File: config.mk
export PLATFORM = sky130hd
export DESIGN_NAME = i2c_slave
export DESIGN_NICKNAME = d
export VERILOG_FILES = /design/src/rtl/i2c_slave_pkg.sv /design/src/rtl/i2c_sync_edge.sv /design/src/rtl/i2c_slave.sv
export SDC_FILE = /design/constraint.sdc
export NUM_CORES = 1
export LEC_CHECK = 0
export CORE_MARGIN = 3
export CORE_UTILIZATION = 25
export DETAILED_ROUTE_END_ITERATION = 12
export RECOVER_POWER = 50
export SETUP_SLACK_MARGIN = 0.15
export SLEW_MARGIN = 20
export SYNTH_ARGS = -nofsm -noshare
export SYNTH_HDL_FRONTEND = slang
export SYNTH_SLANG_ARGS = --single-unit
export TNS_END_PERCENT = 20
File: constraint.sdc
create_clock -name clk -period 2.07 [get_ports clk]
set_clock_uncertainty 0.15 [all_clocks]
set_input_delay 0.621 -clock clk [delete_from_list [all_inputs] [get_ports clk]]
set_output_delay 0.621 -clock clk [all_outputs]
set_load 0.05 [all_outputs]
File: src/rtl/i2c_slave_pkg.sv
// Shared I2C definitions: FSM state encoding, ACK/NACK bus levels and address width.
package i2c_slave_pkg;

    localparam int unsigned AddrWidth = 7;

    localparam logic Ack  = 1'b0;
    localparam logic Nack = 1'b1;

    typedef enum logic [2:0] {
        StIdle,
        StAddr,
        StAddrAck,
        StWrByte,
        StWrAck,
        StRdByte,
        StRdAck
    } state_e;

endpackage

File: src/rtl/i2c_sync_edge.sv
// Two-flop synchronizer followed by a registered edge detector for one I2C bus line.
module i2c_sync_edge (
    input  logic clk_i,
    input  logic rst_i,
    input  logic d_i,
    output logic level_o,
    output logic rise_o,
    output logic fall_o
);

    logic meta_q;
    logic sync_q;
    logic prev_q;

    // Reset to the idle-high bus level so leaving reset never looks like an edge.
    always_ff @(posedge clk_i or posedge rst_i) begin
        if (rst_i) begin
            meta_q <= 1'b1;
            sync_q <= 1'b1;
            prev_q <= 1'b1;
        end else begin
            meta_q <= d_i;
            sync_q <= meta_q;
            prev_q <= sync_q;
        end
    end

    assign level_o = sync_q;
    assign rise_o  = sync_q & ~prev_q;
    assign fall_o  = ~sync_q & prev_q;

endmodule

File: src/rtl/i2c_slave.sv
// I2C slave: 7-bit address match, always-ACK byte writes, byte reads fed by a tx_req handshake.
module i2c_slave
    import i2c_slave_pkg::*;
#(
    parameter logic [AddrWidth-1:0] SLAVE_ADDR = 7'h42
) (
    input  logic       clk,
    input  logic       reset,
    input  logic       scl_in,
    input  logic       sda_in,
    output logic       sda_oe,
    output logic [7:0] rx_data,
    output logic       rx_valid,
    input  logic [7:0] tx_data,
    output logic       tx_req,
    output logic       busy,
    output logic       addressed
);

    logic scl_lvl, scl_rise, scl_fall;
    logic sda_lvl, sda_rise, sda_fall;

    i2c_sync_edge u_scl_sync (
        .clk_i   (clk),
        .rst_i   (reset),
        .d_i     (scl_in),
        .level_o (scl_lvl),
        .rise_o  (scl_rise),
        .fall_o  (scl_fall)
    );

    i2c_sync_edge u_sda_sync (
        .clk_i   (clk),
        .rst_i   (reset),
        .d_i     (sda_in),
        .level_o (sda_lvl),
        .rise_o  (sda_rise),
        .fall_o  (sda_fall)
    );

    logic start_det;
    logic stop_det;

    assign start_det = sda_fall & scl_lvl;
    assign stop_det  = sda_rise & scl_lvl;

    state_e     state_q;
    logic [3:0] bit_cnt_q;
    logic [7:0] shift_q;
    logic       rw_q;
    logic       sda_oe_q;
    logic [7:0] rx_data_q;
    logic       rx_valid_q;
    logic       tx_req_q;
    logic       busy_q;
    logic       addressed_q;

    // In the ACK states bit_cnt_q doubles as the phase: 8 = ACK not yet driven, 0 = driving.
    always_ff @(posedge clk or posedge reset) begin
        if (reset) begin
            state_q     <= StIdle;
            bit_cnt_q   <= 4'd0;
            shift_q     <= 8'h00;
            rw_q        <= 1'b0;
            sda_oe_q    <= 1'b0;
            rx_data_q   <= 8'h00;
            rx_valid_q  <= 1'b0;
            tx_req_q    <= 1'b0;
            busy_q      <= 1'b0;
            addressed_q <= 1'b0;
        end else begin
            rx_valid_q <= 1'b0;
            tx_req_q   <= 1'b0;
            if (tx_req_q) begin
                shift_q <= tx_data;
            end
            if (stop_det) begin
                state_q     <= StIdle;
                bit_cnt_q   <= 4'd0;
                sda_oe_q    <= 1'b0;
                busy_q      <= 1'b0;
                addressed_q <= 1'b0;
            end else if (start_det) begin
                state_q     <= StAddr;
                bit_cnt_q   <= 4'd0;
                sda_oe_q    <= 1'b0;
                busy_q      <= 1'b1;
                addressed_q <= 1'b0;
            end else begin
                unique case (state_q)
                    StIdle: ;
                    StAddr: begin
                        if (scl_rise) begin
                            shift_q <= {shift_q[6:0], sda_lvl};
                            if (bit_cnt_q == 4'd7) begin
                                rw_q <= sda_lvl;
                                if (shift_q[6:0] == SLAVE_ADDR) begin
                                    state_q   <= StAddrAck;
                                    bit_cnt_q <= 4'd8;
                                end else begin
                                    state_q   <= StIdle;
                                    bit_cnt_q <= 4'd0;
                                end
                            end else begin
                                bit_cnt_q <= bit_cnt_q + 4'd1;
                            end
                        end
                    end
                    StAddrAck: begin
                        if (scl_fall) begin
                            if (bit_cnt_q == 4'd8) begin
                                sda_oe_q    <= 1'b1;
                                addressed_q <= 1'b1;
                                bit_cnt_q   <= 4'd0;
                                tx_req_q    <= rw_q;
                            end else if (rw_q) begin
                                state_q   <= StRdByte;
                                sda_oe_q  <= ~shift_q[7];
                                shift_q   <= {shift_q[6:0], 1'b0};
                                bit_cnt_q <= 4'd1;
                            end else begin
                                state_q  <= StWrByte;
                                sda_oe_q <= 1'b0;
                            end
                        end
                    end
                    StWrByte: begin
                        if (scl_rise) begin
                            shift_q <= {shift_q[6:0], sda_lvl};
                            if (bit_cnt_q == 4'd7) begin
                                rx_data_q  <= {shift_q[6:0], sda_lvl};
                                rx_valid_q <= 1'b1;
                                state_q    <= StWrAck;
                                bit_cnt_q  <= 4'd8;
                            end else begin
                                bit_cnt_q <= bit_cnt_q + 4'd1;
                            end
                        end
                    end
                    StWrAck: begin
                        if (scl_fall) begin
                            if (bit_cnt_q == 4'd8) begin
                                sda_oe_q  <= 1'b1;
                                bit_cnt_q <= 4'd0;
                            end else begin
                                sda_oe_q <= 1'b0;
                                state_q  <= StWrByte;
                            end
                        end
                    end
                    StRdByte: begin
                        if (scl_fall) begin
                            if (bit_cnt_q == 4'd8) begin
                                sda_oe_q  <= 1'b0;
                                state_q   <= StRdAck;
                                bit_cnt_q <= 4'd0;
                            end else begin
                                sda_oe_q  <= ~shift_q[7];
                                shift_q   <= {shift_q[6:0], 1'b0};
                                bit_cnt_q <= bit_cnt_q + 4'd1;
                            end
                        end
                    end
                    StRdAck: begin
                        if (scl_rise) begin
                            if (sda_lvl == Ack) begin
                                tx_req_q  <= 1'b1;
                                state_q   <= StRdByte;
                                bit_cnt_q <= 4'd0;
                            end else begin
                                sda_oe_q <= 1'b0;
                                state_q  <= StIdle;
                            end
                        end
                    end
                    default: state_q <= StIdle;
                endcase
            end
        end
    end

    assign sda_oe    = sda_oe_q;
    assign rx_data   = rx_data_q;
    assign rx_valid  = rx_valid_q;
    assign tx_req    = tx_req_q;
    assign busy      = busy_q;
    assign addressed = addressed_q;

endmodule

==> results.toml <==
[worst_hold_path]
hold_path.class = "register to register"
holdPathStages = 0
holdCritStartpoint = "u_sda_sync.meta_q$_DFF_PP1_"
hold_end = "u_sda_sync.level_o$_DFF_PP1_"

[die]
io_pins = 25
rows = 33
die_w_um = 98.7
dieArea_um2 = 9750
die-height_um = 98.7
design.core.area_um2 = 8300
start_util_pct = 25.9

[layout]
area_delta_synth_final_pct = 42.1
final_core_util_pct = 36.8
finalNonFillerCells = 383
n_antenna_cell = 0
drive_gt1_share_pct = 47.8
fill_cells = 789
fin_nets = 293

[yosys]
yosysSeqAreaShare_pct = 41.1
synth_edf_count = 0
yosys-top-cells-area = "dfrtp_1 (34%), mux2_2 (12%), dfstp_2 (7.3%), nand2_1 (2.6%), nand2b_1 (2.6%)"
async_flop_share_pct = 100
syn-cell-area_um2 = 2150
synth_warnings = 0
ys.flop_type = "dfrtp_1"
synth_nets = 227
ys_seq_elements = 35
syn_avg_cell_area_um2 = 10.2
synth.distinct_cells = 59
synthCells = 211
synth.top_cell.area_share_pct = 33.8
yosys.area.top_type = "dfrtp_1"

[setup_path]
cp_max_fo = 3
required_ps = 2100
reg2reg_slack_ps = 80
crit_path_start_kind = "register"
end_kind = "register"
worstReg2RegEnd = "state_q[2]$_DFFE_PP0P_"
rr_startpoint = "bit_cnt_q[0]$_DFFE_PP0P_"
reg2regPathDepth = 7
criticalPathCategory = "register to register"
worstPathArrival_ps = 2030

[cts]
cts_root_buf = "clkbuf_8"
cts_sinks = 35
cts_tree = "done"
clockBufferDepth = 2
cts_buffers = 5
clk_latency_ps = 290
cts_htree_levels = 2
clkTransAtPathRegs_ps = 80

[global_routing]
grt_start_max_net_pins = 36
antenna_found_initial = 0
grt_usage_pct = 12.1
grt_pass1_vias = 2001
grt_use_met1_pct = 15.2
grt_use_met2_pct = 20.9
grt_pass1_wl_um = 9600
overflow = 0
grt_util_met3_pct = 2.34
busiest_layer = "met2"

[sta]
slew_headroom_pct = 39.5
hold_viol = 0
grt_setup_unrepaired = "yes"
fin_crit_sh_pct = 96.4
timing.final.ws_setup_ps = 75.3
slew_violations = 0
worstMarginPinSlew_ps = 907
finalSetupViolCount = 0
fmax_ghz = 0.501
fin_crit_ps = 1990

[place]
portBuffers = 24
hpwlAfterDp_um = 4010
place_inst = 368
gp_congestion = 0.851
preCtsSetupSlack_ps = 4.81

[route]
drt-initial-drc-count = 120
final_antenna_net_count = 0
drcViolationCount = 0
wl_per_cell_um = 15.0
wirelength_um = 5730
vias_per_cell = 4.97
drt_pre_antenna_iters = 4
routed-via-count = 1903

[job]
maxCapViolCount = 0

[pwr]
power_density_nw_per_um2 = 1060
ir_worst_vdd_uv = 439
leakagePower_uw = 0.00134

[run_status]
status = "completed"
## how the worst max path moves through the flow
stage                     slack [ps]  cells past startpoint                endpoint                         start
after floorplan                  -40                      7  state_q[2]$_DFFE_PP0P_  u_scl_sync.level_o$_DFF_PP1_
after detailed placement           5                      5  state_q[2]$_DFFE_PP0P_        state_q[2]$_DFFE_PP0P_
after global placement            -4                      5  state_q[0]$_DFFE_PP0P_        state_q[2]$_DFFE_PP0P_
after CTS                         90                      5  state_q[2]$_DFFE_PP0P_   u_scl_sync.prev_q$_DFF_PP1_
final                             80                      7  state_q[2]$_DFFE_PP0P_      bit_cnt_q[0]$_DFFE_PP0P_
after global routing             -20                      7  state_q[0]$_DFFE_PP0P_      bit_cnt_q[0]$_DFFE_PP0P_
## cell type report
cell class	count	area, um2	area share [%]
multi-input cells	151	1270	41.5
flip-flops and latches	35	887	29.0
well taps	105	131	4.30
inverters	9	33.8	1.11
repair buffers	75	647	21.2
clock inverters	3	20.0	0.655
clock buffers	5	68.8	2.25
## cell families (layout without fill, tap and decap cells)
| group | Yosys count | after routing | share of synthesized area [%] |
|---|---|---|---|
| flops | 35 | 35 | 41.1 |
| buf+inv | 25 | 92 | 5.94 |
| fa+ha+maj | 5 | 5 | 2.79 |
| xor+xnor | 1 | 1 | 0.408 |
| mux | 30 | 30 | 15.4 |
| compound gates | 50 | 50 | 17.1 |
| simple gates | 65 | 65 | 17.2 |
## flip-flops by register name, indices dropped and copies added (netlist names)
signal              count
u_scl_sync.level_o      1
tx_req                  1
u_scl_sync.meta_q       1
bit_cnt_q               4
shift_q                 8
u_sda_sync.prev_q       1
rx_data                 8
u_sda_sync.meta_q       1
addressed               1
rx_valid                1
sda_oe                  1
busy                    1
rw_q                    1
u_scl_sync.prev_q       1
u_sda_sync.level_o      1
state_q                 3
## Yosys cell counts, drive strengths merged, types with 3 or more instances
cell type and number:
dfrtp 29, mux2 25, nand2 15, a21oi 11
buf 10, nor2 10, inv 9, nand2b 9
o21ai 8, clkbuf 6, dfstp 6, nor3 6
o211ai 6, mux2i 5, ha 4, nand3 4
nand3b 4, o22ai 4, a22oi 3, nor4 3
## routing by layer
layer,vias up,share of wire (%)
met5,-,0
met4,0,3.3
met3,16,4.3
met2,64,49
met1,921,44
li1,902,-
## placed cells by master, fill, tap and decap left out, types with 2 or more instances in the layout
cell,Yosys,final
o211ai_1,5,5
dfrtp_2,0,3
dfrtp_1,29,26
inv_1,9,7
buf_12,0,4
and3b_1,2,2
ha_1,4,3
nand2b_1,9,8
nand3b_1,4,4
dfstp_2,6,5
buf_6,3,3
o21ai_0,7,6
buf_4,1,55
nor2_1,10,10
a22oi_1,2,2
a21oi_2,0,2
clkinvlp_4,0,2
nand2_1,15,14
nand3_1,4,4
nor4_2,0,2
inv_2,0,2
dlygate4sd3_1,0,3
mux2_4,0,3
nor3_1,6,5
o22ai_1,4,3
mux2_2,23,22
mux2i_1,5,4
clkbuf_8,0,5
clkdlybuf4s50_1,0,8
o21a_1,2,2
a21oi_1,11,9
## report_power, final
group | switching, uW | internal, uW
Clock | 277 | 234
Sequential | 136 | 795
Combinational | 881 | 904
## per-stage QoR
step | setup TNS (ps) | power [uW] | cell area, um2 | hold slack [ps]
final | 0 | 3230 | 3060 | 208
after global routing | -43.8 | 3450 | 3060 | 215
after CTS | 0 | 3110 | 3000 | 209
after detailed placement | 0 | 2430 | 2800 | 197
after global placement | -8.11 | 2410 | 2800 | 196
after floorplan | -70.3 | 1880 | 2170 | 195
## timing repair
item,CTS,global route
endpoints found under the setup margin,25,28
resized for setup,24,8
buffers inserted,2,5
hold buffers,0,0
pin swaps,4,6
## worst max-delay path, cell delays in order (launching register included)
cell,delay (ps)
dfrtp_1,410
inv_2,90
ha_4,150
nand3b_1,180
a211oi_2,300
a21oi_2,90
a22oi_4,200
mux2_4,310
No activity file was read; power rests on OpenSTA's default activity.
